**config.mk**
```make
export PLATFORM = sky130hd
export DESIGN_NAME = shift_unit
export DESIGN_NICKNAME = d
export VERILOG_FILES = /design/src/rtl/shift_unit.sv
export SDC_FILE = /design/constraint.sdc
export NUM_CORES = 1
export LEC_CHECK = 0
export BUFFER_PORTS_ARGS = -buffer_cell sky130_fd_sc_hd__buf_4
export CAP_MARGIN = 30
export CORE_MARGIN = 2
export CORE_UTILIZATION = 30
export CTS_BUF_LIST = sky130_fd_sc_hd__clkbuf_2 sky130_fd_sc_hd__clkbuf_4 sky130_fd_sc_hd__clkbuf_8
export DETAILED_ROUTE_END_ITERATION = 10
export PLACE_DENSITY = 0.48
export SETUP_SLACK_MARGIN = 0.4
export SYNTH_ARGS = -nofsm -noshare
export SYNTH_HDL_FRONTEND = slang
export SYNTH_SLANG_ARGS = --single-unit
```
**constraint.sdc**
```tcl
create_clock -name clk -period 2.4 [get_ports clk]
set_input_delay 0.36 -clock clk [delete_from_list [all_inputs] [get_ports clk]]
set_output_delay 0.36 -clock clk [all_outputs]
set_load 0.01 [all_outputs]
```
**src/rtl/shift_unit.sv**
```systemverilog
// rtl/shift_unit.sv - iterative RV32I shift execution unit (SLL/SRL/SRA)
//
// Shifts the operand one bit per clock (or four bits per clock while the
// remaining count is at least four when SHIFT_UNIT_FAST_EN is defined) and
// hands the result and a register-file write enable to writeback.
//
// Optional feature macro: SHIFT_UNIT_FAST_EN (4-bit steps while count >= 4).
//
// Ports:
//   clk        in   1     system clock, rising edge
//   reset_n    in   1     asynchronous active-low reset
//   start_i    in   1     request, sampled only in IDLE
//   op_i       in   2     00 SLL, 01 SRL, 11 SRA, 10 reserved (pass-through)
//   operand_i  in   XLEN  rs1 value
//   shamt_i    in   5     shift amount
//   rd_i       in   5     destination register index
//   busy_o     out  1     unit occupied, starts ignored
//   done_o     out  1     one-cycle completion pulse
//   result_o   out  XLEN  shifted value, held until the next completion
//   rd_o       out  5     destination index aligned with result_o
//   we_o       out  1     regfile write enable (done_o and rd_o != 0)

module shift_unit #(
    parameter int XLEN = 32
) (
    input  logic            clk,
    input  logic            reset_n,
    input  logic            start_i,
    input  logic [1:0]      op_i,
    input  logic [XLEN-1:0] operand_i,
    input  logic [4:0]      shamt_i,
    input  logic [4:0]      rd_i,
    output logic            busy_o,
    output logic            done_o,
    output logic [XLEN-1:0] result_o,
    output logic [4:0]      rd_o,
    output logic            we_o
);

    typedef enum logic [1:0] {
        ST_IDLE  = 2'd0,
        ST_SHIFT = 2'd1,
        ST_DONE  = 2'd2
    } state_t;

    localparam logic [1:0] OP_SLL = 2'b00;
    localparam logic [1:0] OP_SRL = 2'b01;
    localparam logic [1:0] OP_SRA = 2'b11;

    state_t          state;
    logic [XLEN-1:0] work;
    logic [4:0]      count;
    logic [1:0]      op_q;
    logic [4:0]      rd_q;
    logic            fill;

    logic            big_step;
    logic [4:0]      step;
    logic [XLEN-1:0] work_next;

    // Step size for this edge: the fast build takes four bits at a time
    // while at least four remain, so the tail is always done bit by bit.
    always_comb begin
        big_step = 1'b0;
`ifdef SHIFT_UNIT_FAST_EN
        big_step = (count >= 5'd4);
`endif
        step = big_step ? 5'd4 : 5'd1;
    end

    always_comb begin
        work_next = work;
        case (op_q)
            OP_SLL: work_next = big_step ? {work[XLEN-5:0], 4'b0000}
                                         : {work[XLEN-2:0], 1'b0};
            OP_SRL: work_next = big_step ? {4'b0000, work[XLEN-1:4]}
                                         : {1'b0, work[XLEN-1:1]};
            OP_SRA: work_next = big_step ? {{4{fill}}, work[XLEN-1:4]}
                                         : {fill, work[XLEN-1:1]};
            // Reserved encoding: operand passes through, count still runs
            // so the latency matches a real shift of the same amount.
            default: work_next = work;
        endcase
    end

    always_ff @(posedge clk or negedge reset_n) begin
        if (!reset_n) begin
            state    <= ST_IDLE;
            work     <= '0;
            count    <= '0;
            op_q     <= '0;
            rd_q     <= '0;
            fill     <= 1'b0;
            busy_o   <= 1'b0;
            done_o   <= 1'b0;
            we_o     <= 1'b0;
            result_o <= '0;
            rd_o     <= '0;
        end else begin
            case (state)
                ST_IDLE: begin
                    done_o <= 1'b0;
                    we_o   <= 1'b0;
                    if (start_i) begin
                        work   <= operand_i;
                        count  <= shamt_i;
                        op_q   <= op_i;
                        rd_q   <= rd_i;
                        fill   <= (op_i == OP_SRA) ? operand_i[XLEN-1] : 1'b0;
                        busy_o <= 1'b1;
                        state  <= ST_SHIFT;
                    end
                end
                ST_SHIFT: begin
                    if (count != 5'd0) begin
                        work  <= work_next;
                        count <= count - step;
                    end else begin
                        result_o <= work;
                        rd_o     <= rd_q;
                        done_o   <= 1'b1;
                        // x0 is hardwired to zero: pulse done but never write
                        we_o     <= (rd_q != 5'd0);
                        state    <= ST_DONE;
                    end
                end
                ST_DONE: begin
                    done_o <= 1'b0;
                    we_o   <= 1'b0;
                    busy_o <= 1'b0;
                    state  <= ST_IDLE;
                end
                default: begin
                    done_o <= 1'b0;
                    we_o   <= 1'b0;
                    busy_o <= 1'b0;
                    state  <= ST_IDLE;
                end
            endcase
        end
    end

endmodule

```
==> summary.json <==
{
  "clock_tree": {
    "cts_made_buffers": 9,
    "htree_levels": 3,
    "numClockSinks": 87,
    "cts_max_path_buffers": 2,
    "clock_tree_from_tritoncts": "yes",
    "clock-root-buffer": "sky130_fd_sc_hd__clkbuf_8",
    "clkLatencyLatePin_ns": 0.37,
    "clk_pin_slew_ns": 0.08
  },
  "placement": {
    "port_buffers": 86,
    "gpl.final_weighted_congestion": 0.696,
    "dpl.hpwl_mm": 6.62
  },
  "setup_path": {
    "crit_chain": "inv_1 > ha_1 > nor4b_4 > buf_4 > o31ai_4 > buf_4 > buf_6 > mux2_2",
    "critical_path.startpoint": "count[0]",
    "timing.critical_path.to": "work[27]",
    "worst-r2r-setup-slack_ns": 0.46,
    "timing.setup.critical_path_class": "register to register",
    "timing.critical_path.to_type": "register",
    "crit_path_max_fanout": 7,
    "cp_common_cell": "sky130_fd_sc_hd__buf_4",
    "arrival_ns": 2.20,
    "critical_path.startpoint_type": "register",
    "path_depth_of_the_worst_reg2reg_path": 8,
    "critical_path.reg2reg.startpoint": "count[0]",
    "cp.required_ns": 2.66,
    "cp_slowest_cell": "sky130_fd_sc_hd__dfrtp_1",
    "r2r_end": "work[27]",
    "slowest_delay_ns": 0.39
  },
  "status": {
    "run_status": "finished, final reports clean"
  },
  "die": {
    "core.rowCount": 43,
    "die_y_um": 122,
    "core_ar_um2": 13800,
    "die-width_um": 122,
    "design.portCount": 87,
    "start_util_pct": 30.6,
    "dieArea_um2": 15000
  },
  "timing": {
    "min_period_over_period_pct": 81.0,
    "worstMarginPinSlew_ns": 0.559,
    "finalCriticalPeriod_ns": 1.94,
    "max_freq_mhz": 514,
    "clock_skew_ns": 0.0149,
    "fin_tns_setup_ns": 0,
    "timing.final.max_slew_violations": 0,
    "finalHoldViolations": 0,
    "maxSlewHeadroom_pct": 62.4,
    "grt_setup_unrepaired": "false",
    "total_of_endpoints_with_negative_setup_slack_in_the_final_report": 0
  },
  "power": {
    "leakage_nw": 2.48,
    "power.total_w": 0.00793,
    "power_switching_share_pct": 33.1,
    "total_switching_power_w": 0.00262,
    "pwr_density_cell_nw_per_um2": 1470,
    "combinationalPowerShare_pct": 49.6,
    "intPower_w": 0.00530,
    "clockPowerShare_pct": 14.6,
    "worst_ir_drop_vdd_mv": 0.505,
    "share_seq_of_total_power_pct": 35.7
  },
  "synth": {
    "async_reset_ff_share_pct": 100,
    "cell_count_after_synthesis": 310,
    "yosys.area_share.xor_xnor_pct": 0.208,
    "syn-mean-instance-area_um2": 13.6,
    "synth_compound_area_share_pct": 2.97,
    "synth-adder-area-share_pct": 0.297,
    "yosys_warnings": 0,
    "share_of_the_yosys_chip_area_belonging_to_registers_pct": 51.7,
    "netlist_area_um2": 4210,
    "synthTopCellsByCount": "sky130_fd_sc_hd__mux2_2, sky130_fd_sc_hd__dfrtp_1, sky130_fd_sc_hd__nand2_1, sky130_fd_sc_hd__mux2_1, sky130_fd_sc_hd__mux2_4",
    "synth_nets": 358,
    "most_frequent_cell_after_synthesis": "sky130_fd_sc_hd__mux2_2",
    "synth-edff-count": 0,
    "area_share_of_and_or_nand_nor_cells_after_synthesis_pct": 6.27,
    "ys_types": 35,
    "leading_area_contributor_after_synthesis": "sky130_fd_sc_hd__dfrtp_1",
    "ys.flop_type": "sky130_fd_sc_hd__dfrtp_1",
    "synth_top_family_by_area": "multiplexers",
    "synthDominantCellAreaShare_pct": 51.7,
    "post_synth_mux_area_share_pct": 35.5,
    "synth.ff_latch_count": 87,
    "synth.area.top_cells": "sky130_fd_sc_hd__dfrtp_1, sky130_fd_sc_hd__mux2_2, sky130_fd_sc_hd__mux2_4"
  },
  "global_route": {
    "via_count_of_the_first_global_routing_pass": 2823,
    "grt_first_pass_wirelength_mm": 15.3,
    "initial_antenna_violation_count": 0,
    "gr-total-overflow": 0,
    "grt_start_max_net_pins": 40,
    "grt_usage_pct": 13.6,
    "grt-busiest-layer": "met2",
    "globalRouteMet1Util_pct": 18.4,
    "global_route.usage.met2_pct": 21.0,
    "global_route.usage.met3_pct": 2.88
  },
  "routing": {
    "antenna_left": 0,
    "post_drt_via_cell_ratio": 4.66,
    "drt_pre_antenna_iters": 4,
    "dr_total_vias": 2757,
    "drt-total-wl_mm": 9.82,
    "drc_errors": 0,
    "drt_iter0_markers": 64,
    "wl_per_cell_um": 16.6
  },
  "layout": {
    "post_route_cells_drive_above_1_share_pct": 59.1,
    "fillCellCount": 1368,
    "finalCoreUtilization_pct": 39.2,
    "multi_input_comb_area_um2": 1920,
    "antennaDiodeCount": 0,
    "area_growth_pct": 28.4,
    "final-seq-area_um2": 2180,
    "finish.net_count": 455
  },
  "worst_hold_path": {
    "hold_path.class": "input port to register"
  },
  "job": {
    "maxCapViolations": 0
  }
}
[timing repair]
| item | CTS | global route |
|---|---|---|
| endpoints found under the hold margin | 37 | 0 |
| gates cloned | 0 | 2 |
| pin swaps | 0 | 1 |
| resized for setup | 0 | 0 |
| setup endpoints to repair | 10 | 30 |
| hold buffers | 1 | 0 |
| buffers inserted | 2 | 3 |
[per-stage QoR]
step | std cells | setup slack, ns | area (um2) | hold slack, ns
after detailed placement | 568 | 0.365 | 5100 | 0.386
after global routing | 591 | 0.391 | 5410 | 0.178
after floorplan | 310 | 0.565 | 4210 | 0.0644
after global placement | 568 | 0.431 | 5100 | 0.393
final | 591 | 0.456 | 5410 | 0.189
after CTS | 586 | 0.427 | 5350 | 0.168
[routing by layer]
metal	wire length, um	share of wire, %
met2	4610	47
met3	342	3.5
met5	0	0
met4	195	2.0
met1	4680	48
[cell type report]
class	instances	share of cell area [%]
clock inverter	3	1.25
tap	180	4.17
timing repair buffer	106	15.6
multi-input combinational	199	35.6
inverter	4	0.278
clock buffer	12	2.82
sequential	87	40.3
[placed cells by master, fill, tap and decap left out, drive strengths merged, types with 2 or more instances in the layout]
cell type / count
bufinv: 2
o221a: 2
o31ai: 2
nand2: 25
a31oi: 3
buf: 104
dfrtp: 87
mux2i: 3
a311oi: 2
mux2: 127
inv: 4
nand3: 4
nor3b: 3
nor2: 5
a21oi: 3
nor3: 2
nand2b: 2
nor4b: 2
clkbuf: 13
o21ai: 3
nor2b: 3
[power groups by stage]
| stage | clock [W] | sequential (W) | combinational [W] |
|---|---|---|---|
| CTS | 0.00120 | 0.00285 | 0.00379 |
| finish | 0.00116 | 0.00283 | 0.00393 |
| detailed placement | 0 | 0.00288 | 0.00376 |
| floorplan | 0 | 0.00281 | 0.00258 |
| global placement | 0 | 0.00287 | 0.00371 |
| global route | 0.00125 | 0.00296 | 0.00431 |
[worst min path at each step]
stage	cells after the start	endpoint	start	slack, ns
6_report	3	rd_q[1]	rd_i[1]	0.19
5_1_grt	3	rd_q[1]	rd_i[1]	0.18
4_1_cts	3	rd_q[4]	rd_i[4]	0.17
3_5_place_dp	1	count[2]	reset_n	0.39
3_3_place_gp	1	count[2]	reset_n	0.39
2_1_floorplan	0	busy_o	reset_n	0.06
[worst max-delay path, delay by kind of cell, from the launching register on]
| kind | cells | cell delay, ns |
|---|---|---|
| adders and majority gates | 1 | 0.24 |
| buffers and inverters | 4 | 0.56 |
| AOI/OAI and AO/OA | 1 | 0.18 |
| and+or+nand+nor | 1 | 0.14 |
| muxes | 1 | 0.33 |
| DFF | 1 | 0.39 |
[logic make-up after synthesis]
logic type	Yosys count
buffers and inverters	24
AOI/OAI and AO/OA	17
DFF	87
and+or+nand+nor	50
xor gates and xnor gates	1
adders and majority gates	1
muxes	130
[state kept, by name, summed over array words and instances, names as in the netlist]
| register | count |
|---|---|
| count | 5 |
| rd_q | 5 |
| op_q | 2 |
| we_o | 1 |
| done_o | 1 |
| work | 32 |
| fill | 1 |
| result_o | 32 |
| busy_o | 1 |
| state | 2 |
| rd_o | 5 |
Note: power is estimated with default switching activity, not from simulation.
